File: config.mk
export PLATFORM = sky130hd
export DESIGN_NAME = pipe_hazard_ctrl
export DESIGN_NICKNAME = d
export VERILOG_FILES = /design/src/rtl/pipe_hazard_ctrl.sv
export SDC_FILE = /design/constraint.sdc
export NUM_CORES = 1
export LEC_CHECK = 0
export BUFFER_PORTS_ARGS = -buffer_cell sky130_fd_sc_hd__clkbuf_2
export CAP_MARGIN = 20
export CORE_ASPECT_RATIO = 1.1
export CORE_MARGIN = 2
export CORE_UTILIZATION = 55
export DETAILED_ROUTE_END_ITERATION = 10
export GPL_TIMING_DRIVEN = 0
export PLACE_DENSITY_LB_ADDON = 0.25
export SKIP_LAST_GASP = 1
export SYNTH_ARGS = -nofsm -noshare
export SYNTH_HDL_FRONTEND = slang
export SYNTH_SLANG_ARGS = --single-unit
File: constraint.sdc
create_clock -name clk -period 4.8 [get_ports clk]
set_input_delay 1.2 -clock clk [delete_from_list [all_inputs] [get_ports clk]]
set_output_delay 1.2 -clock clk [all_outputs]
set_load 0.02 [all_outputs]
File: src/rtl/pipe_hazard_ctrl.sv
// Pipeline hazard controller: stage enables, flushes and load-use bubbles,
// plus data-memory wait tracking with a timeout fault and stall/flush counters.
module pipe_hazard_ctrl #(
  parameter int TIMEOUT     = 255,
  parameter int INIT_CYCLES = 2
) (
  input  logic        clk,
  input  logic        reset,
  input  logic        rf_valid,
  input  logic        rf_uses_Rn,
  input  logic        rf_uses_Rm,
  input  logic [4:0]  rf_Rn,
  input  logic [4:0]  rf_Rm,
  input  logic        ex_valid,
  input  logic        ex_MemRead,
  input  logic        ex_RegWrite,
  input  logic [4:0]  ex_Rd,
  input  logic        ex_br_taken,
  input  logic        mem_req,
  input  logic        mem_ready,
  output logic        pc_write,
  output logic        if_write,
  output logic        rf_write,
  output logic        ex_write,
  output logic        mem_write,
  output logic        ex_bubble,
  output logic        if_flush,
  output logic        rf_flush,
  output logic [1:0]  state,
  output logic        mem_timeout,
  output logic [31:0] stall_cycles,
  output logic [15:0] flush_count
);

  // state    | meaning
  // INIT     | post-reset bubbles, pipeline squashed, PC held
  // RUN      | normal issue; branch flush / load-use bubble / memory stall
  // MEM_WAIT | whole pipe frozen until data memory is ready
  // FAULT    | memory never answered; frozen until reset
  typedef enum logic [1:0] {
    S_INIT     = 2'd0,
    S_RUN      = 2'd1,
    S_MEM_WAIT = 2'd2,
    S_FAULT    = 2'd3
  } state_t;

  localparam int WW = $clog2(TIMEOUT + 1);
  localparam int IW = (INIT_CYCLES > 1) ? $clog2(INIT_CYCLES) : 1;

  state_t          state_q, state_nxt;
  logic [IW-1:0]   init_cnt, init_nxt;
  logic [WW-1:0]   wait_cnt, wait_nxt;
  logic            timeout_set;
  logic            flush_inc;
  logic            load_use;
  logic            mem_stall;

  // X31 reads as zero, so a load targeting it never creates a dependency
  assign load_use = rf_valid & ex_valid & ex_MemRead & ex_RegWrite & (ex_Rd != 5'd31) &
                    ((rf_uses_Rn & (rf_Rn == ex_Rd)) | (rf_uses_Rm & (rf_Rm == ex_Rd)));
  assign mem_stall = mem_req & ~mem_ready;

  always_comb begin
    pc_write    = 1'b0;
    if_write    = 1'b0;
    rf_write    = 1'b0;
    ex_write    = 1'b0;
    mem_write   = 1'b0;
    ex_bubble   = 1'b0;
    if_flush    = 1'b0;
    rf_flush    = 1'b0;
    state_nxt   = state_q;
    init_nxt    = init_cnt;
    wait_nxt    = wait_cnt;
    timeout_set = 1'b0;
    flush_inc   = 1'b0;

    if (state_q == S_INIT) begin
      {if_write, rf_write, ex_write, mem_write} = 4'b1111;
      {ex_bubble, if_flush, rf_flush}           = 3'b111;
      if (init_cnt == IW'(INIT_CYCLES - 1)) begin
        state_nxt = S_RUN;
        init_nxt  = '0;
      end else begin
        init_nxt = init_cnt + IW'(1);
      end
    end else if (state_q == S_RUN || (state_q == S_MEM_WAIT && mem_ready)) begin
      // a MEM_WAIT release cycle behaves exactly like a RUN cycle
      wait_nxt  = '0;
      state_nxt = S_RUN;
      if (mem_stall) begin
        state_nxt = S_MEM_WAIT;
        wait_nxt  = WW'(1);
      end else if (ex_br_taken) begin
        {pc_write, if_write, rf_write, ex_write, mem_write} = 5'b11111;
        {if_flush, rf_flush} = 2'b11;
        flush_inc = 1'b1;
      end else if (load_use) begin
        {rf_write, ex_write, mem_write} = 3'b111;
        ex_bubble = 1'b1;
      end else begin
        {pc_write, if_write, rf_write, ex_write, mem_write} = 5'b11111;
      end
    end else if (state_q == S_MEM_WAIT) begin
      if (wait_cnt >= WW'(TIMEOUT - 1)) begin
        state_nxt   = S_FAULT;
        timeout_set = 1'b1;
      end else begin
        wait_nxt = wait_cnt + WW'(1);
      end
    end
  end

  always_ff @(posedge clk or posedge reset) begin
    if (reset) begin
      state_q      <= S_INIT;
      init_cnt     <= '0;
      wait_cnt     <= '0;
      mem_timeout  <= 1'b0;
      stall_cycles <= '0;
      flush_count  <= '0;
    end else begin
      state_q     <= state_nxt;
      init_cnt    <= init_nxt;
      wait_cnt    <= wait_nxt;
      mem_timeout <= mem_timeout | timeout_set;
      if ((state_q == S_RUN || state_q == S_MEM_WAIT) && !pc_write && stall_cycles != '1)
        stall_cycles <= stall_cycles + 32'd1;
      if (flush_inc && flush_count != '1)
        flush_count <= flush_count + 16'd1;
    end
  end

  assign state = state_q;

endmodule

# --- Word level (Yosys, flattened, before mapping) ---
# Cells that the tools add are included.
totals:
  out_inout_bits: 59
  reg_bits: 60
classes:
  mux: 34
  n_bitwise: 12
  addsub: 4
  eq_ne: 9
  magnitude_cmp: 1
  reduce_logical: 13
ops:
  columns: ["cell", "n"]
  rows:
  - ["32-bit by 1-bit adder with 32-bit output (second input constant)", 1]
  - ["32-bit != test (second input constant)", 1]
  - ["1-bit two-way mux", 25]
  - ["8-bit two-way mux", 3]
  - ["16-bit by 1-bit adder with 16-bit output (second input constant)", 1]
  - ["16-bit != test (second input constant)", 1]
  - ["2-bit two-way mux", 6]
  - ["5-bit == test", 2]
  - ["8-bit by 1-bit adder with 8-bit output (second input constant)", 1]
  - ["1-bit bitwise AND", 8]
  - ["8-bit >= comparator (second input constant)", 1]
  - ["3-bit AND reduction", 2]
  - ["3-bit nonzero test", 2]
  - ["5-bit != test (second input constant)", 1]
  - ["1-bit logical AND", 4]
  - ["2-bit != test (second input constant)", 2]
  - ["2-bit by 1-bit == test with 1-bit output (second input constant)", 1]
  - ["2-bit == test (second input constant)", 1]
  - ["2-bit zero test", 1]
  - ["1-bit logical OR", 2]
  - ["1-bit inverter", 2]
  - ["1-bit bitwise OR", 2]
  - ["2-bit nonzero test", 1]
  - ["1-bit adder (second input constant)", 1]
  - ["1-bit zero test", 1]

# --- Depth between registers and ports, before layout ---
depth:
  depth_word: 13
  mapped_depth: 10
  ltp_nobuf: 8

# --- Worst setup path after synthesis ---
# No wires, ideal clock.
synth_timing:
  path_kind: "input port to output port"
  from: "input ex_Rd[1]"
  to: "output ex_bubble"
  arrival_time_ps: 2266
  required_time_ps: 3600
  path_slack_ps: 1334
  path_buffers: 0
  cell_stages: 5
  path_cell_list: "xnor2_1 > nand4_1 > o22ai_1 > nand2_1 > a21boi_0"
synth_between:
  elab_chain_len: 9
  word_cells_on_any_way: 13
  cone_classes: "eq/ne (3); mux (5); bitwise (5)"
synth_rtl:
  columns: ["element", "line_no", "text"]
  rows:
  - ["from (decl)", "17", "input logic [4:0] ex_Rd,"]
  - ["5-bit == test", "60", "((rf_uses_Rn & (rf_Rn == ex_Rd)) | (rf_uses_Rm & (rf_Rm == ex_Rd)));"]
  - ["1-bit bitwise AND", "60", null]
  - ["1-bit bitwise OR", "60", null]
  - ["1-bit bitwise AND *", "59", "assign load_use = rf_valid & ex_valid & ex_MemRead & ex_RegWrite & (ex_Rd != 5'd31) &"]
  - ["1-bit two-way mux *", "98", "end else if (load_use) begin"]
  - ["1-bit two-way mux *", "94", "end else if (ex_br_taken) begin"]
  - ["1-bit two-way mux *", "91", "if (mem_stall) begin"]
  - ["1-bit two-way mux *", "87", "end else if (state_q == S_RUN || (state_q == S_MEM_WAIT && mem_ready)) begin"]
  - ["1-bit two-way mux *", "78", "if (state_q == S_INIT) begin"]
  - ["to (decl)", "26", "output logic ex_bubble,"]
# Mark *: on every way between the ends. The rest lies on a longest branch, timed or not.

# --- Worst setup path in the final report ---
layout_timing:
  from: "input ex_Rd[2]"
  to: "output ex_bubble"
# Same word-level chain as after synthesis.

==> impl_metrics.ini <==
[cells_and_area]
drive_above_1_share_pct = 28.2
antenna_cells = 0
utilization_pct = 69.2
syn_to_final_growth_pct = 22.7
ff_latch_area_sq_mm = 0.00150
multi_input_area_sq_mm = 0.00163
fin_nets = 448
fill_cells = 465

[global_routing]
grt_max_degree = 34
grt_overflow = 0
grt_pass1_vias = 2642
grt_pass1_wl_um = 11700
antenna_found_initial = 0
grt_use_total_pct = 22.3

[sta]
post-route-min-period_ns = 3.63
fin_skew_ns = 0.00722
rsz0062_at_grt = no
setup-tns-final_ns = 0
maxSlewViolCount = 0
finalHoldViolations = 0
fmax_mhz = 275
min_period_over_period_pct = 75.7
relSlewSlack_pct = 58.9
final-setup-viol-count = 0
tightest_slew_ns = 0.614

[logic_synthesis]
synth-edff-count = 0
ys.warnings.count = 0
synth.avg_cell_area_sq_um = 10.2
synth_cell_types = 43
netlist_area_sq_mm = 0.00323
syn_nets = 352
yosysSeqAreaShare_pct = 46.4
ys_ff_latch = 60
async_reset_ff_share_pct = 100
synthCells = 318
synth_ff_type = dfrtp_1

[cts]
clockBufferDepth = 2
clk-insertion-delay-late_ns = 0.34
cts_made_buffers = 9
postCtsSetupBuffers = 0
holdBufCountCts = 0
clockRootBuffer = clkbuf_8
h-tree-depth = 3
cts_resized = 0
cts_tree = yes
cts.sinks = 60
clk_pin_slew_ns = 0.07

[setup_path]
worstSetupStartpoint = ex_Rd[2]
rrSetupSlack_ns = 2.41
endpoint_kind = primary output
startpoint_type = input pin
crit_path_max_fanout = 3
r2r-start = stall_cycles[0]
crit_arrival_ns = 2.43
critPathCapture = ex_bubble
r2r_cells = 8
critPathKind = in2out
r2r_end = stall_cycles[20]
required_ns = 3.60

[placed_design]
hpwl_um = 5130
io_buffers = 84
gp_congestion = 0.837

[floorplan]
die_w_um = 77.1
core_area_sq_mm = 0.00573
pin_count = 85
die_area_sq_mm = 0.00651
rows = 29
die_h_um = 84.4
initial_core_util_pct = 56.4

[run_status]
outcome = finished, final reports clean

[detailed_routing]
vias = 2717
drt_iter0_drc = 154
detail_route.vias_per_cell = 5.48
wl_um = 6920
ant_nets = 0
drtPass1Iterations = 4
remaining_drc_errors = 0
post_drt_wl_per_cell_um = 14.0

[worst_hold_path]
hold_class = reg2reg

[power_and_ir_drop]
power_switching_mw = 0.723
p_leak_nw = 2.09
max-vdd-ir-drop_mv = 0.306
p_per_area_mw_per_mm2 = 447
swShare_pct = 40.8
combPwrFrac_pct = 38.9
internal_power_mw = 1.05
power_frac_seq_pct = 36.4
pwr-share-clk_pct = 24.6

[run]
drv_cap = 0
[cell families after synthesis]
| logic type | Yosys count | share of synthesized area (%) |
|---|---|---|
| XOR/XNOR | 62 | 16.8 |
| AO/OA/AOI/OAI | 25 | 5.38 |
| multiplexers | 2 | 0.696 |
| buffers and inverters | 23 | 3.33 |
| AND/OR/NAND/NOR | 138 | 24.3 |
| adder cells (fa/ha/maj) | 8 | 3.09 |
| flip-flops | 60 | 46.4 |
[power groups by stage]
stage                     logic (mW)  registers, mW  clock network, mW
final                          0.690          0.646              0.437
after global routing           0.764          0.660              0.470
after CTS                      0.699          0.647              0.448
after detailed placement       0.696          0.655                  0
after global placement         0.676          0.652                  0
after floorplan                0.434          0.704                  0
[state kept, by name (all words and copies together), names as in the netlist]
name and cells:
state 2, init_cnt 1, mem_timeout 1, wait_cnt 8
stall_cycles 32, flush_count 16
[cell usage after synthesis (2+ instances only)]
cell,count,area [sq um]
nand2b_1,2,12.5
and3_1,9,56.3
inv_1,10,37.5
xor2_1,38,333
a21oi_1,4,20.0
nand3_1,19,95.1
o21ai_1,2,10.0
xnor2_1,24,210
o211ai_1,2,15.0
o22ai_1,4,25.0
and2_1,2,12.5
ha_1,8,100
nand4_1,18,113
o21a_1,3,22.5
nand2_1,28,105
nor4_1,5,31.3
nor3b_1,3,22.5
nor4b_1,2,17.5
clkbuf_1,4,15.0
and4_1,4,35.0
buf_2,5,25.0
nand4b_1,4,35.0
nor2_1,12,45.0
or4_1,2,15.0
dfrtp_1,60,1500
a21o_1,2,15.0
mux2_2,2,22.5
buf_4,4,30.0
nor3_1,22,110
[worst min-delay path by stage]
stage	from	endpoint	slack (ns)	depth (start not counted)
after floorplan	init_cnt	init_cnt	0.44	1
after global placement	mem_timeout	mem_timeout	0.45	1
after detailed placement	mem_timeout	mem_timeout	0.46	1
after CTS	init_cnt	init_cnt	0.48	1
after global routing	mem_timeout	mem_timeout	0.49	1
final	mem_timeout	mem_timeout	0.47	1
[metal layers]
layer  track usage, %  routed length [um]  vias up
met2             37.4                3430       90
met5                0                   0        -
met1             26.9                2990     1306
met4             11.2                  75        0
li1                 -                   -     1312
met3             5.38                 426        9
[worst max-delay path, cell delays in order]
cell and delay (ns):
clkbuf_2 0.11, xnor2_1 0.23, nand4_1 0.12, o22ai_1 0.27, nand2_1 0.11, a21boi_0 0.19, clkbuf_2 0.20
[layout make-up]
class	instances	share of cell area [%]
multi-input combinational	235	41.0
clock buffer	12	4.16
inverter	10	0.946
sequential	60	37.8
tap	77	2.43
clock inverter	4	0.788
timing repair buffer	85	11.1
buffer	13	1.77
[per-stage QoR]
step / hold slack (ns) / area, sq um / power, mW / setup WS (ns) / std cells
floorplan: 0.442 / 3230 / 1.14 / 1.33 / 318
global route: 0.485 / 3970 / 1.89 / 1.03 / 496
CTS: 0.477 / 3970 / 1.79 / 1.13 / 496
global placement: 0.453 / 3750 / 1.33 / 1.23 / 479
detailed placement: 0.463 / 3770 / 1.35 / 1.14 / 480
finish: 0.468 / 3970 / 1.77 / 1.17 / 496
[cells in the final DEF (no fill, tap or decap), types with 3 or more instances in the layout]
master      netlist  final
clkbuf_1          4      4
and3_1            9      9
nor2_1           12     12
nand2_1          28     28
xnor2_1          24     24
nand4_1          18     18
nor3b_1           3      3
inv_1            10      9
o21a_1            3      3
nor3_1           22     22
dfrtp_1          60     60
ha_1              8      8
clkinvlp_4        0      3
xor2_1           38     38
clkbuf_2          0     84
buf_2             5      5
clkbuf_8          0     12
o22ai_1           4      4
nand4b_1          4      4
nand3_1          19     19
buf_4             4      4
and4_1            4      4
nor4_1            5      5
a21oi_1           4      4
Note: power is estimated with default switching activity, not from simulation.
